File: src/rtl/load_store_unit.sv
// RV32I memory stage: one data-memory transaction per instruction over a req/ack
// handshake, with byte-lane steering for stores and aligned, extended load writeback.
module load_store_unit #(
  parameter int TIMEOUT_CYCLES = 16
) (
  input  logic        clk,
  input  logic        rst,
  input  logic        start,
  input  logic        is_store,
  input  logic [2:0]  funct3,
  input  logic [31:0] base,
  input  logic [31:0] offset,
  input  logic [31:0] store_data,
  input  logic [4:0]  rd,
  output logic        busy,
  output logic        done,
  output logic        fault,
  output logic        wb_en,
  output logic [4:0]  wb_rd,
  output logic [31:0] wb_data,
  output logic        mem_req,
  output logic        mem_we,
  output logic [31:0] mem_addr,
  output logic [3:0]  mem_be,
  output logic [31:0] mem_wdata,
  input  logic [31:0] mem_rdata,
  input  logic        mem_ack
);

  typedef enum logic [1:0] {S_IDLE, S_REQ, S_RESP, S_FAULT} state_e;

  localparam int CW = (TIMEOUT_CYCLES > 0) ? $clog2(TIMEOUT_CYCLES + 1) : 1;

  state_e          state_q, state_d;
  logic [31:0]     ea_q, ea_d;
  logic [2:0]      funct3_q;
  logic            is_store_q;
  logic [4:0]      rd_q;
  logic [31:0]     store_data_q;
  logic [31:0]     rdata_q;
  logic [CW-1:0]   cnt_q, cnt_d;

  logic            capture;
  logic            f3_legal;
  logic            misalign;
  logic            timeout_hit;
  logic [7:0]      ld_byte;
  logic [15:0]     ld_half;
  logic [31:0]     ld_value;

  assign ea_d    = base + offset;
  assign capture = (state_q == S_IDLE) && start;
  assign cnt_d   = (state_q == S_REQ) ? cnt_q + 1'b1 : '0;

  // Stores only have byte/half/word; loads add the unsigned byte/half forms.
  assign f3_legal = is_store ? (funct3 inside {3'b000, 3'b001, 3'b010})
                             : (funct3 inside {3'b000, 3'b001, 3'b010, 3'b100, 3'b101});
  assign misalign = ((funct3[1:0] == 2'b01) && ea_d[0]) ||
                    ((funct3[1:0] == 2'b10) && (ea_d[1:0] != 2'b00));

  assign timeout_hit = (TIMEOUT_CYCLES > 0) && (cnt_q == CW'(TIMEOUT_CYCLES - 1));

  // NOTE: sequential state uses non-blocking assignments so every register samples
  // pre-edge values regardless of statement order.
  always_ff @(posedge clk or posedge rst) begin
    if (rst) begin
      state_q <= S_IDLE;
      cnt_q   <= '0;
    end else begin
      state_q <= state_d;
      cnt_q   <= cnt_d;
    end
  end

  always_ff @(posedge clk or posedge rst) begin
    if (rst) begin
      ea_q         <= '0;
      funct3_q     <= '0;
      is_store_q   <= 1'b0;
      rd_q         <= '0;
      store_data_q <= '0;
      rdata_q      <= '0;
    end else begin
      if (capture) begin
        ea_q         <= ea_d;
        funct3_q     <= funct3;
        is_store_q   <= is_store;
        rd_q         <= rd;
        store_data_q <= store_data;
      end
      if ((state_q == S_REQ) && mem_ack) rdata_q <= mem_rdata;
    end
  end

  // NOTE: each combinational block assigns a default first so no path infers a latch.
  always_comb begin
    state_d = state_q;
    unique case (state_q)
      S_IDLE:  if (start) state_d = (!f3_legal || misalign) ? S_FAULT : S_REQ;
      S_REQ:   if (mem_ack) state_d = S_RESP;
               else if (timeout_hit) state_d = S_FAULT;
      S_RESP:  state_d = S_IDLE;
      S_FAULT: state_d = S_IDLE;
      default: state_d = S_IDLE;
    endcase
  end

  assign ld_byte = rdata_q[{ea_q[1:0], 3'b000} +: 8];
  assign ld_half = ea_q[1] ? rdata_q[31:16] : rdata_q[15:0];

  always_comb begin
    ld_value = rdata_q;
    case (funct3_q)
      3'b000:  ld_value = {{24{ld_byte[7]}}, ld_byte};
      3'b100:  ld_value = {24'd0, ld_byte};
      3'b001:  ld_value = {{16{ld_half[15]}}, ld_half};
      3'b101:  ld_value = {16'd0, ld_half};
      default: ld_value = rdata_q;
    endcase
  end

  always_comb begin
    busy      = (state_q != S_IDLE);
    done      = (state_q == S_RESP) || (state_q == S_FAULT);
    fault     = (state_q == S_FAULT);
    mem_req   = 1'b0;
    mem_we    = 1'b0;
    mem_addr  = '0;
    mem_be    = '0;
    mem_wdata = '0;
    wb_en     = 1'b0;
    wb_rd     = '0;
    wb_data   = '0;
    if (state_q == S_REQ) begin
      mem_req  = 1'b1;
      mem_we   = is_store_q;
      mem_addr = {ea_q[31:2], 2'b00};
      mem_be   = 4'b1111;
      if (is_store_q) begin
        case (funct3_q[1:0])
          2'b00: begin
            mem_be    = 4'b0001 << ea_q[1:0];
            mem_wdata = {4{store_data_q[7:0]}};
          end
          2'b01: begin
            mem_be    = ea_q[1] ? 4'b1100 : 4'b0011;
            mem_wdata = {2{store_data_q[15:0]}};
          end
          default: mem_wdata = store_data_q;
        endcase
      end
    end
    if (state_q == S_RESP) begin
      wb_rd = rd_q;
      if (!is_store_q) begin
        wb_en   = (rd_q != 5'd0);
        wb_data = ld_value;
      end
    end
  end

endmodule

File: config.mk
export PLATFORM = sky130hd
export DESIGN_NAME = load_store_unit
export DESIGN_NICKNAME = d
export VERILOG_FILES = /design/src/rtl/load_store_unit.sv
export SDC_FILE = /design/constraint.sdc
export NUM_CORES = 1
export LEC_CHECK = 0
export CORE_MARGIN = 10
export CORE_UTILIZATION = 45
export DETAILED_ROUTE_END_ITERATION = 10
export GPL_TIMING_DRIVEN = 0
export PLACE_DENSITY_LB_ADDON = 0.1
export RECOVER_POWER = 100
export SETUP_SLACK_MARGIN = 0.4
export SYNTH_ARGS = -nofsm -noshare
export SYNTH_HDL_FRONTEND = slang
export SYNTH_SLANG_ARGS = --single-unit
File: constraint.sdc
create_clock -name clk -period 10.69 [get_ports clk]
set_input_delay 2.138 -clock clk [delete_from_list [all_inputs] [get_ports clk]]
set_output_delay 2.138 -clock clk [all_outputs]
set_load 0.005 [all_outputs]
==> results of run 1 <==
## sequential cells by signal (all words and copies together), names as in the netlist
signal	cells
cnt_q	5
ea_q	32
funct3_q	3
is_store_q	1
rd_q	5
rdata_q	32
state_q	2
store_data_q	32
## cells by family (layout without fill, tap and decap cells)
logic type	Yosys count	after routing	synth area share [%]
buf+inv	79	345	4.21
flops	112	112	38.3
mux	57	57	8.79
other cells	1	3	0.0513
fa+ha+maj	34	34	5.92
compound gates	202	202	18.0
xor+xnor	29	29	3.47
simple gates	355	355	21.3
## synthesized netlist by cell type, types with 2 or more instances
master / n
a22oi_1: 7
a221o_1: 2
a222oi_1: 6
a211oi_1: 9
nor3_1: 9
buf_1: 7
or3_1: 2
mux4_2: 2
dfrtp_1: 112
nand3_1: 10
o2111ai_1: 2
buf_4: 2
a2111oi_0: 2
a21oi_1: 80
o211ai_1: 3
nand4_1: 5
a221oi_2: 2
o21ai_0: 38
a21o_1: 14
nor2b_1: 6
mux2i_1: 17
xor2_1: 15
inv_1: 28
o21a_1: 3
mux2_2: 38
o21ai_1: 8
and2_1: 42
xnor2_1: 14
nand2b_1: 3
nand2_1: 194
a31oi_1: 4
and3_1: 12
o21bai_1: 5
buf_2: 3
clkbuf_1: 39
nor2_1: 66
o31ai_1: 2
ha_1: 33
## path summary, 6_finish.rpt
kind | from | slack (ps) | depth (start not counted) | end
setup reg to reg | state_q[1] | 8210 | 6 | rdata_q[8]
max in group asynchronous | rst | 7050 | 3 | store_data_q[18]
hold / removal | cnt_q[0] | 470 | 1 | cnt_q[0]
setup / recovery | ea_q[0] | 5110 | 7 | wb_data[23]
min in group asynchronous | rst | 2650 | 2 | rdata_q[4]
hold reg to reg | cnt_q[0] | 470 | 1 | cnt_q[0]
## power groups by stage
stage,Clock (mW),Sequential (mW),Combinational [mW]
2_1_floorplan,0,0.730,0.729
3_3_place_gp,0,0.772,1.21
3_5_place_dp,0,0.779,1.23
4_1_cts,0.327,0.772,1.24
5_1_grt,0.347,0.805,1.32
6_report,0.323,0.776,1.19
## worst max-delay path, stage by stage (launching register included)
cell and delay (ps):
dfrtp_1 500, mux4_2 550, nor2_1 170, a211oi_1 90, o21bai_1 580, clkbuf_1 490
a21oi_1 90, dlygate4sd3_1 620
## metal layers
layer	part of all wire [%]	GRT usage, %	up-vias
met5	0.070	0	-
met2	50	37.7	219
met4	2.3	7.43	2
met1	42	26.2	3371
li1	-	-	3516
met3	5.9	4.33	34
## layout make-up
class	instances	area, um^2	share of cell area (%)
multi-input cells	679	4140	40.1
flip-flops and latches	112	2800	27.2
repair buffers	250	2520	24.4
well taps	216	270	2.62
clock buffers	12	246	2.39
plain buffers	51	200	1.94
inverters	28	106	1.03
clock inverters	4	30.0	0.291
diodes	1	2.50	0.0243
==> key figures, run 1 <==
Placed design
  – DP Area: roughly 10000 um^2
  – Port bufs: 249
  – Gp weighted congestion: around 0.95
  – Post-DP HPWL: approximately 19000 um
  – Placement Setup Slack: a little under 6000 ps
  – Placed cells: around 1300

Critical path
  – WP data arrival: ~3400 ps
  – Critical Setup Path Class: reg -> out
  – Worst setup SP type: flip-flop
  – Crit-path max FO: 10
  – Setup crit end kind: output port
  – Critical Path RT: between 8000 and 9000 ps

STA
  – Slack of the critical path: just over 5000 ps
  – Max-slew headroom: -14.7%
  – Fin Hold WS: 470 ps
  – Slew Viols, Final: 36
  – Part of the cycle the worst path needs: approximately 52%
  – Final hold vios: 0
  – Minimum clock period: around 5600 ps
  – Slew @ Worst Pin: about 1700 ps
  – Unrepaired setup endpoints after global routing: no
  – Post-Route Setup TNS: 0 ps
  – Skew final: around 6.4 ps
  – FMAX: about 180 MHz
  – Final setup fails: 0

Floorplanning
  – Die Wd: between 100 and 150 um
  – Std-Cell Rows: 46
  – Starting Density: between 40 and 50%
  – I/O pin count: around 250
  – Die Span Y: approximately 150 um
  – Core footprint: between 15000 and 20000 um^2
  – Die area: about 22000 um^2

Yosys
  – YS warnings: 0
  – Dominant synthesized flop cell: dfrtp_1
  – Post-synth EDFFs: 0
  – FF+latch count, synth: roughly 110
  – Mapped Area: 7310 um^2
  – Yosys top cell by area: dfrtp_1
  – Top area cells in the synthesized netlist: dfrtp_1 38%, nand2_1 10%, mux2_2 5.9%, ha_1 5.6%, a21oi_1 5.5%
  – Sequential area share after synthesis: a little under two fifths
  – Cells after Synth: roughly 870
  – Post-synthesis cell type count: slightly above 60
  – Synth async-reset ratio: between 90% and 100%
  – Syn Area/Cell: ~8.4 um^2
  – Synth top area share: about two fifths

Layout
  – Util after Layout: between 60% and 70%
  – Most frequent cells in the layout: 194 x nand2_1, 163 x clkdlybuf4s50_1, 112 x dfrtp_1
  – Area Overhead vs Synth: 41.1%
  – Most common cell after layout, fill and taps aside: nand2_1
  – Share of cells above drive strength 1: about 5.6%
  – Fill cells: between 1000 and 1500
  – Final net count: ~1300
  – Fin area: approximately 10000 um^2
  – Final std cells w/o fill: around 1400

Power and ir drop
  – Overall power: 2.29 mW
  – Maximum vdd ir drop: a little over 0.00009 V
  – Seq pwr share: roughly a third
  – Internal: roughly 1.4 mW
  – Net Sw Frac: 40.8%
  – Switch Pwr: roughly 930 uW
  – Static Leakage: around 4.8 nW
  – Combinational share of power: 51.9%
  – PD cells: around 220 nW/um^2
  – Clock Power Share: 14.1%

Global route
  – Congestion Overflow GR: 0
  – Number of antenna violations at the first check in global routing: 1
  – First-pass GRT wire length: just under 40000 um
  – Number of global-route vias before repair: approximately 7200
  – Global Route Usage Sum: about 22%
  – Largest net degree at the start of global routing: ~80

Clock tree
  – Inserted Clock Buffers: 9
  – Max clock buf depth: 2
  – Worst skew pair latency: between 300 and 400 ps
  – Clk slew on worst S/H paths: 70 ps
  – Setup Buffers After CTS: 0
  – Post-cts resize count: 0
  – CTS Root Buffer Type: clkbuf_16
  – # clock sinks: about 110
  – Hold buffers post-CTS: 0
  – TritonCTS clock tree: built
  – H-tree levels: 3

Detailed routing
  – Vias: roughly 7100
  – Remaining antenna violation count: 0
  – Post-Route WL: 24200 um
  – Initial drt markers: between 400 and 500
  – Via density per instance: 5.28
  – Drt wl/cell: roughly 18 um
  – Residual DRC: 0
  – Pre-antenna DRT Iters: 5

Status
  – Failing checks: max-capacitance violations, max-slew violations
  – Outcome: complete, but fails checks

Worst hold path
  – HP Class: reg -> reg

Run
  – Max cap viols: 1
(Power assumes the default switching activity.)
==> run 2: changes to the inputs <==
==> constraint.sdc (replaced) <==
create_clock -name clk -period 5.7 [get_ports clk]
set_input_delay 1.14 -clock clk [delete_from_list [all_inputs] [get_ports clk]]
set_output_delay 1.14 -clock clk [all_outputs]
set_load 0.005 [all_outputs]
==> run 2 against run 1 <==
Net effect:
- core utilization is 0.14 points lower
- the flow still finishes with violations (max-capacitance violations, max-slew violations)
- largest power group unchanged
- highest routed layer unchanged
- die area stayed put
- hold slack lost 2.0 ps
- via count about the same
- first-iteration DRC count decreased by 12%
- largest cell class unchanged
==> key figures, run 2 (same netlist as run 1, synthesis figures left out) <==
Status
  – Outcome: complete, but fails checks
  – Failing checks: max-capacitance violations, max-slew violations

Global route
  – Congestion Overflow GR: 0
  – First-pass GRT wire length: 38500 um
  – Number of antenna violations at the first check in global routing: 1
  – Global Route Usage Sum: between 20 and 25%
  – Largest net degree at the start of global routing: 78
  – Number of global-route vias before repair: about 7200

Critical path
  – Critical Path RT: around 4600 ps
  – Crit-path max FO: 10
  – RR Startpoint: state_q[1]
  – R2R setup slack: around 3300 ps
  – Critical Setup Path Class: reg -> out
  – Setup crit end kind: output port
  – WP data arrival: 3450 ps
  – Worst setup SP type: flip-flop
  – Worst R2R Path Depth: 6
  – RR Endpoint: rdata_q[8]

STA
  – Slack of the critical path: between 1000 and 1500 ps
  – Max-slew headroom: -27.4%
  – Final setup fails: 0
  – Final hold vios: 0
  – Skew final: 6.22 ps
  – FMAX: about 220 MHz
  – Slew Viols, Final: 115
  – Part of the cycle the worst path needs: between 80 and 90%
  – Unrepaired setup endpoints after global routing: no
  – Slew @ Worst Pin: about 1900 ps
  – Minimum clock period: between 4000 and 5000 ps

Power and ir drop
  – Net Sw Frac: 40.8%
  – Clock Power Share: 14.1%
  – Combinational share of power: between 50 and 60%
  – PD cells: roughly 420 nW/um^2
  – Static Leakage: between 4 and 5 nW
  – Internal: 2.54 mW
  – Switch Pwr: 1.75 mW
  – Seq pwr share: about 34%
  – Overall power: approximately 4.3 mW
  – Maximum vdd ir drop: approximately 0.00017 V

Floorplanning
  – Core footprint: between 15000 and 20000 um^2
  – Starting Density: 46.0%
  – Die Wd: between 100 and 150 um
  – Std-Cell Rows: 46
  – Die Span Y: approximately 150 um
  – I/O pin count: between 200 and 300
  – Die area: roughly 22000 um^2

Clock tree
  – Inserted Clock Buffers: 9
  – Worst skew pair latency: 360 ps
  – TritonCTS clock tree: built
  – H-tree levels: 3
  – Post-cts resize count: 0
  – Hold buffers post-CTS: 0
  – Clk slew on worst S/H paths: 70 ps
  – CTS Root Buffer Type: clkbuf_16
  – # clock sinks: approximately 110
  – Max clock buf depth: 2
  – Setup Buffers After CTS: 0

Placed design
  – Port bufs: roughly 250
  – Placed cells: about 1300
  – Placement Setup Slack: between 1500 and 2000 ps
  – Gp weighted congestion: roughly 0.95
  – Post-DP HPWL: between 15000 and 20000 um

Detailed routing
  – Initial drt markers: between 300 and 400
  – Remaining antenna violation count: 0
  – Pre-antenna DRT Iters: 5
  – Vias: 7135
  – Post-Route WL: approximately 24000 um
  – Drt wl/cell: 17.9 um
  – Via density per instance: roughly 5.3
  – Residual DRC: 0

Run
  – Max cap viols: 2

Worst hold path
  – Hold Crit Endpoint: cnt_q[0]
  – HP Start: cnt_q[0]
  – HP Class: reg -> reg
  – Hold depth: 1

Layout
  – Final std cells w/o fill: about 1400
  – Share of cells above drive strength 1: under 10%
  – Util after Layout: between 60 and 70%
  – Most frequent cells in the layout: 194 x nand2_1, 163 x clkdlybuf4s50_1, 112 x dfrtp_1
  – Largest regs: ea_q: 32 flops, rdata_q: 32 flops, store_data_q: 32 flops
  – Final net count: around 1300
  – Most common cell after layout, fill and taps aside: nand2_1
  – Area Overhead vs Synth: 40.7%
run 2: cell count changes in the layout (fill, tap and decap cells not counted):
cell	delta
clkbuf_2	+1
buf_16	-1
run 2: critical path: stages, from the launching register on:
cell,delay (ps)
dfrtp_1,500
mux4_2,560
nor2_1,180
a211oi_1,90
o21bai_1,550
clkbuf_1,500
a21oi_1,100
dlygate4sd3_1,620
run 2: through the flow:
| step | instance area, um^2 | hold slack (ps) | setup TNS (ps) |
|---|---|---|---|
| global placement | 10100 | 446 | -17900 |
| global route | 10300 | 488 | 0 |
| CTS | 10400 | 473 | 0 |
| floorplan | 7320 | 430 | 0 |
| finish | 10300 | 468 | 0 |
| detailed placement | 10100 | 461 | 0 |
run 2: worst max path at each step:
| stage | end | slack, ps | from | cells after the start |
|---|---|---|---|---|
| 3_3_place_gp | store_data_q[26] | -170 | rst | 2 |
| 6_report | wb_data[23] | 1110 | ea_q[0] | 7 |
| 4_1_cts | wb_data[23] | 1450 | ea_q[0] | 7 |
| 3_5_place_dp | ea_q[30] | 1780 | offset[0] | 10 |
| 5_1_grt | store_data_q[20] | 960 | rst | 3 |
| 2_1_floorplan | cnt_q[0] | 1600 | rst | 1 |
run 2: final cells by class:
class	instances	area (um^2)
Clock buffer	12	246
Buffer	51	200
Clock inverter	4	30.0
Fill cell	1429	5590
Timing Repair Buffer	250	2500
Multi-Input combinational cell	679	4140
Tap cell	216	270
Antenna cell	1	2.50
Sequential cell	112	2800
Inverter	28	106
run 2: per-layer routing:
layer	GRT usage, %	vias to the layer above	routed length [um]
met1	26.2	3353	10100
li1	-	3512	-
met5	0	-	17
met4	7.43	2	532
met3	4.33	29	1520
met2	37.7	239	12000
run 2: power by group through the flow:
| stage | clock network [mW] | registers (mW) | logic, mW |
|---|---|---|---|
| 4_1_cts | 0.614 | 1.45 | 2.32 |
| 3_3_place_gp | 0 | 1.45 | 2.27 |
| 5_1_grt | 0.650 | 1.51 | 2.48 |
| 2_1_floorplan | 0 | 1.37 | 1.37 |
| 3_5_place_dp | 0 | 1.46 | 2.31 |
| 6_report | 0.604 | 1.46 | 2.22 |
